[src/rtl/hazard_sequencer_if.sv]
// Hazard sequencer bus.
// Groups the pipeline status the sequencer observes with the pipeline-register
// controls it drives. The pipeline (or a testbench) uses the master modport and
// drives the status side. The sequencer uses the slave modport.
//   Status (master -> slave):
//     ex_memread, ex_rt, id_rs, id_rt, id_op, ex_branch_taken, ex_mdu_start,
//     mem_access, mem_ready
//   Control (slave -> master):
//     pc_we, ifid_we, ifid_flush, idex_we, idex_flush, exmem_flush,
//     pipe_freeze, mdu_done, state, stall_cycles
interface hazard_sequencer_if;
  logic        ex_memread;
  logic [4:0]  ex_rt;
  logic [4:0]  id_rs;
  logic [4:0]  id_rt;
  logic [5:0]  id_op;
  logic        ex_branch_taken;
  logic        ex_mdu_start;
  logic        mem_access;
  logic        mem_ready;

  logic        pc_we;
  logic        ifid_we;
  logic        ifid_flush;
  logic        idex_we;
  logic        idex_flush;
  logic        exmem_flush;
  logic        pipe_freeze;
  logic        mdu_done;
  logic [1:0]  state;
  logic [15:0] stall_cycles;

  modport master (
    output ex_memread, ex_rt, id_rs, id_rt, id_op, ex_branch_taken, ex_mdu_start,
           mem_access, mem_ready,
    input  pc_we, ifid_we, ifid_flush, idex_we, idex_flush, exmem_flush,
           pipe_freeze, mdu_done, state, stall_cycles
  );

  modport slave (
    input  ex_memread, ex_rt, id_rs, id_rt, id_op, ex_branch_taken, ex_mdu_start,
           mem_access, mem_ready,
    output pc_we, ifid_we, ifid_flush, idex_we, idex_flush, exmem_flush,
           pipe_freeze, mdu_done, state, stall_cycles
  );
endinterface

[src/rtl/hazard_sequencer.sv]
// Pipeline hazard sequencer.
// It resolves the pipeline hazards in this order, highest first: memory freeze,
// taken branch, multiply/divide hold, and load-use stall. It drives the PC and
// pipeline-register enables and flushes, and it keeps a saturating count of the
// cycles in which the PC did not advance.
// Ports:
//   clk    - single clock; all state updates on its rising edge
//   reset  - synchronous, active-high reset
//   bus    - hazard_sequencer_if.slave (pipeline status in, controls out)
// Parameter:
//   MDU_LAT - total EX-hold cycles for a multiply/divide op (2..15)
module hazard_sequencer #(
  parameter int unsigned MDU_LAT = 8
) (
  input  logic             clk,
  input  logic             reset,
  hazard_sequencer_if.slave bus
);

  localparam logic [1:0] StRun       = 2'd0;
  localparam logic [1:0] StLoadStall = 2'd1;
  localparam logic [1:0] StMduBusy   = 2'd2;

  logic [1:0]  state_q, state_d;
  logic [3:0]  cnt_q, cnt_d;
  logic [15:0] stall_q, stall_d;

  logic pc_we, ifid_we, ifid_flush, idex_we, idex_flush, exmem_flush;
  logic pipe_freeze, mdu_done;
  logic freeze, load_use;

  assign freeze = bus.mem_access & ~bus.mem_ready;

  // The rt comparison does not apply to the two opcodes that write rt rather than read it.
  assign load_use = bus.ex_memread && (bus.ex_rt != 5'd0) &&
                    ((bus.ex_rt == bus.id_rs) ||
                     ((bus.ex_rt == bus.id_rt) &&
                      (bus.id_op != 6'b100011) && (bus.id_op != 6'b001110)));

  always_comb begin
    pc_we       = 1'b1;
    ifid_we     = 1'b1;
    idex_we     = 1'b1;
    ifid_flush  = 1'b0;
    idex_flush  = 1'b0;
    exmem_flush = 1'b0;
    pipe_freeze = 1'b0;
    mdu_done    = 1'b0;
    state_d     = state_q;
    cnt_d       = cnt_q;

    if (reset) begin
      pc_we   = 1'b0;
      ifid_we = 1'b0;
      idex_we = 1'b0;
      state_d = StRun;
      cnt_d   = '0;
    end else if (freeze) begin
      // State and counter hold, so an interrupted MDU op resumes where it stopped.
      pipe_freeze = 1'b1;
      pc_we       = 1'b0;
      ifid_we     = 1'b0;
      idex_we     = 1'b0;
    end else begin
      case (state_q)
        StRun: begin
          if (bus.ex_branch_taken) begin
            ifid_flush = 1'b1;
            idex_flush = 1'b1;
          end else if (bus.ex_mdu_start) begin
            pc_we       = 1'b0;
            ifid_we     = 1'b0;
            idex_we     = 1'b0;
            exmem_flush = 1'b1;
            // This cycle is the first hold cycle. MDU_BUSY covers the rest.
            cnt_d       = 4'(MDU_LAT - 2);
            state_d     = StMduBusy;
          end else if (load_use) begin
            pc_we      = 1'b0;
            ifid_we    = 1'b0;
            idex_flush = 1'b1;
            state_d    = StLoadStall;
          end
        end
        StLoadStall: begin
          if (bus.ex_branch_taken) begin
            ifid_flush = 1'b1;
            idex_flush = 1'b1;
          end
          state_d = StRun;
        end
        StMduBusy: begin
          pc_we       = 1'b0;
          ifid_we     = 1'b0;
          idex_we     = 1'b0;
          exmem_flush = 1'b1;
          if (cnt_q == 4'd0) begin
            mdu_done = 1'b1;
            state_d  = StRun;
          end else begin
            cnt_d = cnt_q - 4'd1;
          end
        end
        default: state_d = StRun;
      endcase
    end
  end

  always_comb begin
    stall_d = stall_q;
    if (!pc_we && (stall_q != 16'hFFFF)) stall_d = stall_q + 16'd1;
  end

  always_ff @(posedge clk) begin
    if (reset) begin
      state_q <= StRun;
      cnt_q   <= '0;
      stall_q <= '0;
    end else begin
      state_q <= state_d;
      cnt_q   <= cnt_d;
      stall_q <= stall_d;
    end
  end

  assign bus.pc_we        = pc_we;
  assign bus.ifid_we      = ifid_we;
  assign bus.ifid_flush   = ifid_flush;
  assign bus.idex_we      = idex_we;
  assign bus.idex_flush   = idex_flush;
  assign bus.exmem_flush  = exmem_flush;
  assign bus.pipe_freeze  = pipe_freeze;
  assign bus.mdu_done     = mdu_done;
  assign bus.state        = state_q;
  assign bus.stall_cycles = stall_q;

endmodule

[src/flat_wrapper.sv]
// flat-port wrapper written by rule: the top's interface ports become plain ports
module hazard_sequencer_flat 
#(
  parameter int unsigned MDU_LAT = 8
)
  (clk, reset, bus_ex_memread, bus_ex_rt, bus_id_rs, bus_id_rt, bus_id_op, bus_ex_branch_taken, bus_ex_mdu_start, bus_mem_access, bus_mem_ready, bus_pc_we, bus_ifid_we, bus_ifid_flush, bus_idex_we, bus_idex_flush, bus_exmem_flush, bus_pipe_freeze, bus_mdu_done, bus_state, bus_stall_cycles);
  hazard_sequencer_if bus_i ();
  input  logic clk;
  input  logic reset;
  input wire logic [$bits(bus_i.ex_memread)-1:0] bus_ex_memread;
  input wire logic [$bits(bus_i.ex_rt)-1:0] bus_ex_rt;
  input wire logic [$bits(bus_i.id_rs)-1:0] bus_id_rs;
  input wire logic [$bits(bus_i.id_rt)-1:0] bus_id_rt;
  input wire logic [$bits(bus_i.id_op)-1:0] bus_id_op;
  input wire logic [$bits(bus_i.ex_branch_taken)-1:0] bus_ex_branch_taken;
  input wire logic [$bits(bus_i.ex_mdu_start)-1:0] bus_ex_mdu_start;
  input wire logic [$bits(bus_i.mem_access)-1:0] bus_mem_access;
  input wire logic [$bits(bus_i.mem_ready)-1:0] bus_mem_ready;
  output wire logic [$bits(bus_i.pc_we)-1:0] bus_pc_we;
  output wire logic [$bits(bus_i.ifid_we)-1:0] bus_ifid_we;
  output wire logic [$bits(bus_i.ifid_flush)-1:0] bus_ifid_flush;
  output wire logic [$bits(bus_i.idex_we)-1:0] bus_idex_we;
  output wire logic [$bits(bus_i.idex_flush)-1:0] bus_idex_flush;
  output wire logic [$bits(bus_i.exmem_flush)-1:0] bus_exmem_flush;
  output wire logic [$bits(bus_i.pipe_freeze)-1:0] bus_pipe_freeze;
  output wire logic [$bits(bus_i.mdu_done)-1:0] bus_mdu_done;
  output wire logic [$bits(bus_i.state)-1:0] bus_state;
  output wire logic [$bits(bus_i.stall_cycles)-1:0] bus_stall_cycles;
  assign bus_i.ex_memread = bus_ex_memread;
  assign bus_i.ex_rt = bus_ex_rt;
  assign bus_i.id_rs = bus_id_rs;
  assign bus_i.id_rt = bus_id_rt;
  assign bus_i.id_op = bus_id_op;
  assign bus_i.ex_branch_taken = bus_ex_branch_taken;
  assign bus_i.ex_mdu_start = bus_ex_mdu_start;
  assign bus_i.mem_access = bus_mem_access;
  assign bus_i.mem_ready = bus_mem_ready;
  assign bus_pc_we = bus_i.pc_we;
  assign bus_ifid_we = bus_i.ifid_we;
  assign bus_ifid_flush = bus_i.ifid_flush;
  assign bus_idex_we = bus_i.idex_we;
  assign bus_idex_flush = bus_i.idex_flush;
  assign bus_exmem_flush = bus_i.exmem_flush;
  assign bus_pipe_freeze = bus_i.pipe_freeze;
  assign bus_mdu_done = bus_i.mdu_done;
  assign bus_state = bus_i.state;
  assign bus_stall_cycles = bus_i.stall_cycles;
  hazard_sequencer #(.MDU_LAT(MDU_LAT)) u_core (.clk(clk), .reset(reset), .bus(bus_i));
endmodule
[config.mk]
export PLATFORM = sky130hd
export DESIGN_NAME = hazard_sequencer_flat
export DESIGN_NICKNAME = d
export VERILOG_FILES = /design/src/rtl/hazard_sequencer_if.sv /design/src/rtl/hazard_sequencer.sv /design/src/flat_wrapper.sv
export SDC_FILE = /design/constraint.sdc
export NUM_CORES = 1
export LEC_CHECK = 0
export CORE_MARGIN = 4
export CORE_UTILIZATION = 30
export DETAILED_ROUTE_END_ITERATION = 10
export PLACE_DENSITY = 0.66
export SYNTH_ARGS = -nofsm -noshare
export SYNTH_HDL_FRONTEND = slang
export SYNTH_SLANG_ARGS = --single-unit
[constraint.sdc]
create_clock -name clk -period 2.4 [get_ports clk]
set_input_delay 0.48 -clock clk [delete_from_list [all_inputs] [get_ports clk]]
set_output_delay 0.48 -clock clk [all_outputs]
set_load 0.1 [all_outputs]
### Yosys cells after proc, flatten, opt, wreduce, memory -nomap -nowiden

Cells that the tools add are included.

| word-level totals | value |
|---|---|
| flip-flop bits (word level) | 22 |
| input port bits | 28 |
| output and inout port bits | 26 |
| word-level logic and storage cells | 75 |

| operators by class | value |
|---|---|
| $add $sub $neg | 2 |
| eq/ne operators | 12 |
| multiplexer cells | 41 |
| bitwise operators | 3 |
| reductions and logical operators | 14 |

Operators by type and width:

| cell | number |
|---|---|
| 1-bit 2-to-1 mux | 28 |
| 16-bit by 1-bit adder with 16-bit output (second input constant) | 1 |
| 16-bit != test (second input constant) | 1 |
| 4-bit 2-to-1 mux | 3 |
| 5-bit == test | 2 |
| 2-bit 2-to-1 mux | 4 |
| 1-bit one-hot mux with 2 select lines | 4 |
| 4-bit one-hot mux with 2 select lines | 1 |
| 2-bit != test (second input constant) | 3 |
| 6-bit by 4-bit != test with 1-bit output (second input constant) | 1 |
| 6-bit != test (second input constant) | 1 |
| 1-bit logical AND | 5 |
| 5-bit AND reduction | 1 |
| 5-bit nonzero test | 1 |
| 4-bit zero test | 1 |
| 2-bit one-hot mux with 2 select lines | 1 |
| 4-bit AND reduction | 1 |
| 4-bit by 1-bit subtractor with 4-bit output (second input constant) | 1 |
| 3-bit by 2-bit != test with 1-bit output (second input constant) | 1 |
| 2-bit by 1-bit == test with 1-bit output (second input constant) | 1 |
| 2-bit == test (second input constant) | 1 |
| 2-bit zero test | 1 |
| 2-bit by 1-bit != test with 1-bit output (second input constant) | 1 |
| 1-bit inverter | 2 |
| other kinds (5) | 5 |

### Logic depth before layout (Yosys ltp)

Gate-level depths: netlist of run 1.

| depth | value |
|---|---|
| word-level depth | 13 |
| gate-level depth with buffers | 9 |
| mapped depth without buffers | 7 |

### Least setup slack after synthesis of run 1

No wires, ideal clock.

| timing path | value |
|---|---|
| path type | register to output |
| start point | reg u_core.state_q[1] (netlist: u_core.bus.state[1]) |
| end point | out bus_idex_flush |
| arrival | 3.482 ns |
| required time | 1.920 ns |
| path slack | -1.562 ns |
| stages on the path, launching flop included | 5 |
| path buffers | 1 |
| path through | dfxtp_1 -> clkbuf_1 -> nor2_1 -> nand3b_1 -> a211oi_1 |

| on the way | value |
|---|---|
| longest elaborated chain between the ends | 4 |
| elaborated cells between the ends (all ways) | 5 |
| those cells by class | eq/ne: 1; mux: 3; reduce/logical: 1 |

RTL lines:

| what | line | text |
|---|---|---|
| from (decl) | hazard_sequencer.sv:24 | `logic [1:0] state_q, state_d;` |
| from (signal assigned) | hazard_sequencer.sv:116 | `state_q <= StRun;` |
| from (signal assigned) | hazard_sequencer.sv:120 | `state_q <= state_d;` |
| 2-bit by 1-bit == test with 1-bit output / 2-bit zero test (equally long branches) | hazard_sequencer.sv:65 | `case (state_q)` |
| 1-bit one-hot mux with 2 select lines * | hazard_sequencer.sv:65 |  |
| 1-bit 2-to-1 mux * | hazard_sequencer.sv:58 | `end else if (freeze) begin` |
| 1-bit 2-to-1 mux * | hazard_sequencer.sv:52 | `if (reset) begin` |
| to (decl) | flat_wrapper.sv:23 | `output wire logic [$bits(bus_i.idex_flush)-1:0] bus_idex_flush;` |

Mark *: on every way between the ends. The rest lies on a longest branch, timed or not.

### Worst setup path in the final report of run 1

| timing path | value |
|---|---|
| start point | in bus_ex_rt[3] |
| end point | out bus_pc_we |

| on the way | value |
|---|---|
| longest elaborated chain between the ends | 11 |
| elaborated cells between the ends (all ways) | 14 |
| those cells by class | eq/ne: 2; mux: 6; reduce/logical: 6 |

RTL lines:

| what | line | text |
|---|---|---|
| from (decl) | flat_wrapper.sv:11 | `input wire logic [$bits(bus_i.ex_rt)-1:0] bus_ex_rt;` |
| 5-bit == test | hazard_sequencer.sv:37 | `((bus.ex_rt == bus.id_rt) &&` |
| 1-bit logical AND | hazard_sequencer.sv:37 |  |
| 1-bit logical AND | hazard_sequencer.sv:38 | `(bus.id_op != 6'b100011) && (bus.id_op != 6'b001110)));` |
| 1-bit logical OR | hazard_sequencer.sv:36 | `((bus.ex_rt == bus.id_rs) \|\|` |
| 1-bit logical AND * | hazard_sequencer.sv:35 | `assign load_use = bus.ex_memread && (bus.ex_rt != 5'd0) &&` |
| 1-bit 2-to-1 mux * | hazard_sequencer.sv:78 | `end else if (load_use) begin` |
| 1-bit 2-to-1 mux * | hazard_sequencer.sv:70 | `end else if (bus.ex_mdu_start) begin` |
| 1-bit 2-to-1 mux * | hazard_sequencer.sv:67 | `if (bus.ex_branch_taken) begin` |
| 1-bit one-hot mux with 2 select lines * | hazard_sequencer.sv:65 |  |
| 1-bit 2-to-1 mux * | hazard_sequencer.sv:58 |  |
| 1-bit 2-to-1 mux * | hazard_sequencer.sv:52 |  |
| to (decl) | flat_wrapper.sv:19 | `output wire logic [$bits(bus_i.pc_we)-1:0] bus_pc_we;` |

Marks and branches as above.

==> metrics.cfg, run 1 <==
[outcome]
status = finished, final reports clean

[grt]
grt_max_degree = 20
grt_overflow = 0
antenna_found_initial = 0
grtUsageTotal_pct = 13.7
grt_pass1_wl_mm = 6.13
grt_pass1_vias = 1389

[critical_path]
crit_type = in -> out
path_buf_inv = 4
worstPathMaxFanout = 3
r2r_cells = 8
crit_slowest_cell = or4_4
r2r_setup_slack_ps = 460
crit_start = bus_ex_rt[3]
crit_family = simple AND/OR/NAND/NOR gates
worstSetupEndpointType = output pin
critPathArrivalTime_ps = 1860
crit_required_ps = 1920
crit_chain = buf_2 > or4_4 > o21a_1 > inv_2 > a211oi_2 > nand2b_4 > clkinvlp_4 > buf_12
crit_end = bus_pc_we
crit_path_start_kind = input port
r2r_start = u_core.bus.state[1]
rr_endpoint = u_core.bus.stall_cycles[9]
max_stage_delay_ps = 500
path_depth = 8

[floorplanning]
die_area_um2 = 5710
num_rows = 24
dieWidth_um = 75.5
coreArea_um2 = 4380
die_y_um = 75.5
start_util_pct = 31.2
pin_count = 54

[logic_synthesis]
ys.flop_type = dfxtp_1
synth_top_cell_area_share_pct = 32.2
async_reset_ff_share_pct = 0
syn_area_per_cell_um2 = 7.78
synth-seq-area-share_pct = 32.2
synth_cell_types = 40
synth.top_cells.by_count = dfxtp_1, nor2_1, a21oi_1, o21ai_0
ys_seq_elements = 22
yosysTopAreaCell = dfxtp_1
yosysMostFrequentCell = dfxtp_1
ys_top_cells_by_area = dfxtp_1, a21oi_1, xor2_1
netlist_area_um2 = 1370
yosysWarningCount = 0
syn_inst = 176
synth_nets = 207
synth_edf_count = 0

[clock_tree]
numCtsBuffers = 3
clock_sinks = 22
clock_path_buffers = 2
clkLatencyLatePin_ps = 250
cts_max_level = 1
cts_tree = done
cts_hold_repair.buffers = 0
path_clk_slew_ps = 70
root_buffer = clkbuf_8

[detailed_routing]
via_per_inst = 5.04
wl_per_cell_um = 13.1
routed_wl_mm = 3.91
dr_wl_met3_um = 206
firstDrtPassIters = 4
ant_nets = 0
drcViolationCount = 0
drt_iter0_markers = 36
vias = 1503
route.top_layer_used = met4
dr_wl_met2_mm = 1.97
wirelength_met1_mm = 1.70

[timing]
hold_viol = 0
grt_setup_unrepaired = yes
setup_violations = 0
fin_crit_sh_pct = 97.5
min_period_ps = 2340
setup_tns_ps = 0
drv_slew = 0
worst_pin_slew_ps = 518
finalClockSkew_ps = 3.97
relSlewSlack_pct = 65.1
clock.fmax_mhz = 428

[power]
ir_worst_vdd_uv = 256
p_leak_nw = 0.878
switching_share_pct = 36.5
internal-power_mw = 0.648
power.density_nw_per_um2 = 455
p_sw_mw = 0.372
p_clk_share_pct = 22.6
pwr-share-comb_pct = 38.4
pwr-share-seq_pct = 39.0

[layout]
fillerInstances = 426
regArea_um2 = 453
final_area_um2 = 2240
nets = 278
multi_input_area_um2 = 983
area_delta_synth_final_pct = 63.8
drive_gt1_share_pct = 38.2
num_antenna_cells = 0

[placement]
place_area_um2 = 2150
gp_congestion = 0.760
port_buffers = 53
dp_hpwl_mm = 3.05

[worst_hold_path]
hp-class = reg -> reg

[job]
cap_violations = 0

[layer usage]
layer | up-vias | track usage, %
met5 | - | 0
met4 | 0 | 2.91
met3 | 2 | 2.37
met2 | 28 | 24.1
met1 | 695 | 17.5
li1 | 778 | -
[power by group through the flow]
stage,Sequential [mW],Combinational (mW),Clock [mW]
floorplan,0.466,0.190,0
global placement,0.406,0.383,0
detailed placement,0.406,0.386,0
CTS,0.398,0.386,0.238
global route,0.401,0.416,0.250
finish,0.398,0.391,0.231
[worst min-delay path, cell delays in order, from the launching register on]
cell     delay, ps
dfxtp_2        330
o21ai_0         70
a21oi_1         60
[stage by stage]
stage | hold WS, ps | utilization [%] | std cells | power [mW] | setup slack (ps)
after floorplan | 477 | - | 176 | 0.655 | -512
after global placement | 477 | 49.0 | 290 | 0.789 | -372
after detailed placement | 487 | 49.0 | 290 | 0.792 | -429
after CTS | 498 | 50.7 | 297 | 1.02 | 3.68
after global routing | 522 | 51.1 | 298 | 1.07 | -33.6
final | 495 | 51.1 | 298 | 1.02 | 60.9
[cell type report]
cell class / count / share of cell area, %
clock buffer: 4 / 2.01
inverter: 11 / 2.18
multi-input combinational: 137 / 43.9
sequential: 22 / 20.2
tap: 52 / 2.90
timing repair buffer: 72 / 28.9
[worst min path at each step]
stage	depth (start not counted)	to	start
finish	2	u_core.bus.stall_cycles[5]	u_core.bus.stall_cycles[5]
global route	2	u_core.bus.stall_cycles[6]	u_core.bus.stall_cycles[6]
CTS	2	u_core.bus.stall_cycles[5]	u_core.bus.stall_cycles[5]
detailed placement	2	u_core.bus.stall_cycles[5]	u_core.bus.stall_cycles[5]
global placement	2	u_core.bus.stall_cycles[11]	u_core.bus.stall_cycles[11]
floorplan	2	u_core.cnt_q[3]	u_core.cnt_q[3]
[sequential cells by signal, summed over array words and instances (netlist names)]
register and count:
u_core.bus.stall_cycles 16, u_core.bus.state 2, u_core.cnt_q 4
[cells by family after synthesis]
group	count (synthesis)	synth area share [%]
adders and majority gates	3	2.74
AOI/OAI and AO/OA	48	22.2
buffers and inverters	17	5.76
muxes	2	1.46
DFF	22	32.2
xor gates and xnor gates	11	7.04
and+or+nand+nor	73	28.6
[placed cells by master, fill, tap and decap left out, types with 3 or more instances in the layout]
master / n
buf_4: 37
nor2_1: 15
dfxtp_1: 14
a21oi_1: 13
o21ai_0: 12
nand2_1: 9
inv_1: 8
nand3_1: 8
or3_1: 8
buf_12: 8
dlygate4sd2_1: 7
dfxtp_2: 7
xor2_1: 6
buf_2: 6
clkbuf_2: 5
clkdlybuf4s50_1: 5
nor3_2: 4
o21a_1: 4
xnor2_1: 3
and3_1: 3
or4_1: 3
ha_1: 3
clkbuf_8: 3
[timing repair]
| action | CTS | global route |
|---|---|---|
| endpoints found under the setup margin | 12 | 3 |
| endpoints found under the hold margin | 0 | 0 |
| setup buffers | 3 | 1 |
| pin swaps | 18 | 2 |
| gates resized for setup | 58 | 19 |
| gates cloned | 0 | 0 |
(Power assumes the default switching activity.)
==> inputs of run 2 (changes only) <==
--- a/config.mk
+++ b/config.mk
@@ -6,9 +6,10 @@
 export NUM_CORES = 1
 export LEC_CHECK = 0
 export CORE_MARGIN = 4
-export CORE_UTILIZATION = 30
+export CORE_UTILIZATION = 43
+export CTS_CLUSTER_SIZE = 12
 export DETAILED_ROUTE_END_ITERATION = 10
-export PLACE_DENSITY = 0.66
+export PLACE_DENSITY = 0.86
 export SYNTH_ARGS = -nofsm -noshare
 export SYNTH_HDL_FRONTEND = slang
 export SYNTH_SLANG_ARGS = --single-unit
==> run 2 against run 1 <==
Effect of this change: first-iteration DRC count grew 75%; register-to-register slack about the same; final cell count fell by 2.7%; highest routed layer unchanged; global-route usage grew 6.2 points; critical path type unchanged; critical endpoint is now bus_idex_flush; clock power grew 6%.
==> metrics.cfg, run 2 (same netlist as run 1, synthesis figures left out) <==
[grt]
grt_overflow = 0  ; unchanged
antenna_found_initial = 0  ; unchanged
grt_max_degree = 20  ; unchanged
grtUsageTotal_pct = 19.9  ; +6.2 points
grt_pass1_wl_mm = 6.62  ; +8.1%
grt_pass1_vias = 1524  ; +9.7%

[layout]
nets = 278  ; unchanged
postLayoutCoreUtil_pct = 72.0  ; +21 points
largest_register_ffs = 16  ; unchanged
mostFrequentLayoutCells = buf_4, nor2_1, a21oi_1, dfxtp_1, buf_2
num_antenna_cells = 0  ; unchanged
area_delta_synth_final_pct = 60.5
layout_commonest_cell = buf_4
drive_gt1_share_pct = 37.4  ; -0.81 points
fillerInstances = 256  ; -40%

[timing]
fin_ws_ps = 18.4  ; -42.5 ps
setup_violations = 0  ; unchanged
fin_crit_sh_pct = 99.2  ; +1.8 points
drv_slew = 0  ; unchanged
finalClockSkew_ps = 12.5  ; +8.56 ps
relSlewSlack_pct = 62.0  ; -3.1 points
grt_setup_unrepaired = yes
hold_viol = 0  ; unchanged
clock.fmax_mhz = 420  ; -1.8%
worst_pin_slew_ps = 564  ; +45.9 ps
setup_tns_ps = 0  ; unchanged
min_period_ps = 2380  ; +42.5 ps
whs_ps = 500  ; +4.60 ps

[critical_path]
crit_family = buffers and inverters
path_depth = 7  ; -1
path_buf_inv = 3  ; -1
crit_end = bus_idex_flush
rr_endpoint = u_core.bus.stall_cycles[4]
crit_start = bus_ex_memread
crit_chain = clkdlybuf4s50_1 > o21a_1 > clkinv_2 > a21oi_1 > nand3b_1 > a211oi_4 > buf_12
crit_slowest_cell = clkdlybuf4s50_1
crit_path_start_kind = input port
critPathArrivalTime_ps = 1900  ; +40 ps
worstSetupEndpointType = output pin
crit_required_ps = 1920  ; about the same
r2r_setup_slack_ps = 450  ; about the same
r2r_cells = 8  ; unchanged
crit_type = in -> out
r2r_start = u_core.bus.state[1]
max_stage_delay_ps = 460  ; -40 ps
worstPathMaxFanout = 2  ; -1

[power]
power.density_nw_per_um2 = 469  ; +3.1%
pwr-share-comb_pct = 37.4  ; -1.0 points
p_leak_nw = 0.873  ; -0.55%
internal-power_mw = 0.652  ; +0.64%
p_sw_mw = 0.379  ; +1.8%
pwr-share-seq_pct = 38.8  ; -0.2 points
switching_share_pct = 36.7  ; +0.26 points
ir_worst_vdd_uv = 335  ; +31%
p_clk_share_pct = 23.8  ; +1.2 points

[detailed_routing]
vias = 1553  ; +3.3%
routed_wl_mm = 4.10  ; +4.8%
drt_iter0_markers = 63  ; +75%
wl_per_cell_um = 14.1  ; +7.7%
drcViolationCount = 0  ; unchanged
via_per_inst = 5.36  ; +6.2%
firstDrtPassIters = 4  ; unchanged
ant_nets = 0  ; unchanged

[clock_tree]
cts_hold_repair.buffers = 0  ; unchanged
clock_sinks = 22  ; unchanged
cts_tree = done
numCtsBuffers = 3  ; unchanged
clkLatencyLatePin_ps = 320  ; +70 ps
path_clk_slew_ps = 130  ; +60 ps
cts_max_level = 1  ; unchanged
clock_path_buffers = 2  ; unchanged
root_buffer = clkbuf_4

[job]
cap_violations = 0  ; unchanged

[worst_hold_path]
hp-class = reg -> reg

[placement]
gp_congestion = 0.840  ; +11%
dp_hpwl_mm = 3.06  ; +0.30%
port_buffers = 53  ; unchanged
dp_slack_ps = -457  ; -27.7 ps

[floorplanning]
die_area_um2 = 4150  ; -27%
coreArea_um2 = 3050  ; -30%
die_y_um = 64.4  ; -15%
start_util_pct = 44.8  ; +14 points
dieWidth_um = 64.4  ; -15%
pin_count = 54  ; unchanged
num_rows = 20  ; -17%

[outcome]
status = finished, final reports clean

## run 2: metal layers
metal | GRT usage [%] | up-vias | wire length, µm
met5 | 0 | - | 0
li1 | - | 774 | -
met2 | 34.0 | 53 | 1980
met3 | 3.47 | 12 | 214
met4 | 9.50 | 0 | 121
met1 | 24.0 | 714 | 1780
## run 2: worst register-to-register path, stage by stage, from the launching register on
cell and delay [ps]:
dfxtp_4 420, nor3_2 220, inv_1 70, a211oi_2 240
buf_4 160, o22ai_2 130, buf_4 200, or3_1 340
a21oi_1 140
## run 2: what timing repair did
item	in CTS	in global routing
pin swaps	21	2
endpoints found under the hold margin	0	0
endpoints found under the setup margin	9	6
buffers inserted	2	2
resized for setup	73	6
## run 2: how the worst min path moves through the flow
stage / slack [ps] / depth (start not counted) / start / to
after floorplan: 480 / 2 / u_core.cnt_q[3] / u_core.cnt_q[3]
after global placement: 470 / 2 / u_core.bus.stall_cycles[11] / u_core.bus.stall_cycles[11]
after detailed placement: 480 / 2 / u_core.bus.stall_cycles[11] / u_core.bus.stall_cycles[11]
after CTS: 500 / 2 / u_core.bus.stall_cycles[11] / u_core.bus.stall_cycles[11]
after global routing: 540 / 2 / u_core.bus.stall_cycles[11] / u_core.bus.stall_cycles[11]
final: 500 / 2 / u_core.bus.stall_cycles[11] / u_core.bus.stall_cycles[11]
## run 2: power groups by stage
stage	sequential [mW]	combinational, mW	clock, mW
after floorplan	0.466	0.190	0
after global placement	0.406	0.380	0
after detailed placement	0.407	0.385	0
after CTS	0.399	0.381	0.252
after global routing	0.403	0.409	0.267
final	0.400	0.386	0.245
## run 2: metrics by stage
step                std cells  area [µm²]  total power [mW]
floorplan                 176        1480             0.655
global placement          282        2140             0.785
detailed placement        282        2140             0.792
CTS                       288        2170              1.03
global route              290        2200              1.08
finish                    290        2200              1.03
## run 2: area by class of cell
class                   count  area, µm²  share of cell area [%]
clock buffers               4       47.5                    2.16
inverters                  11       50.0                    2.28
flip-flops and latches     22        453                    20.6
well taps                  44       55.1                    2.51
repair buffers             72        638                    29.0
multi-input cells         137        953                    43.4
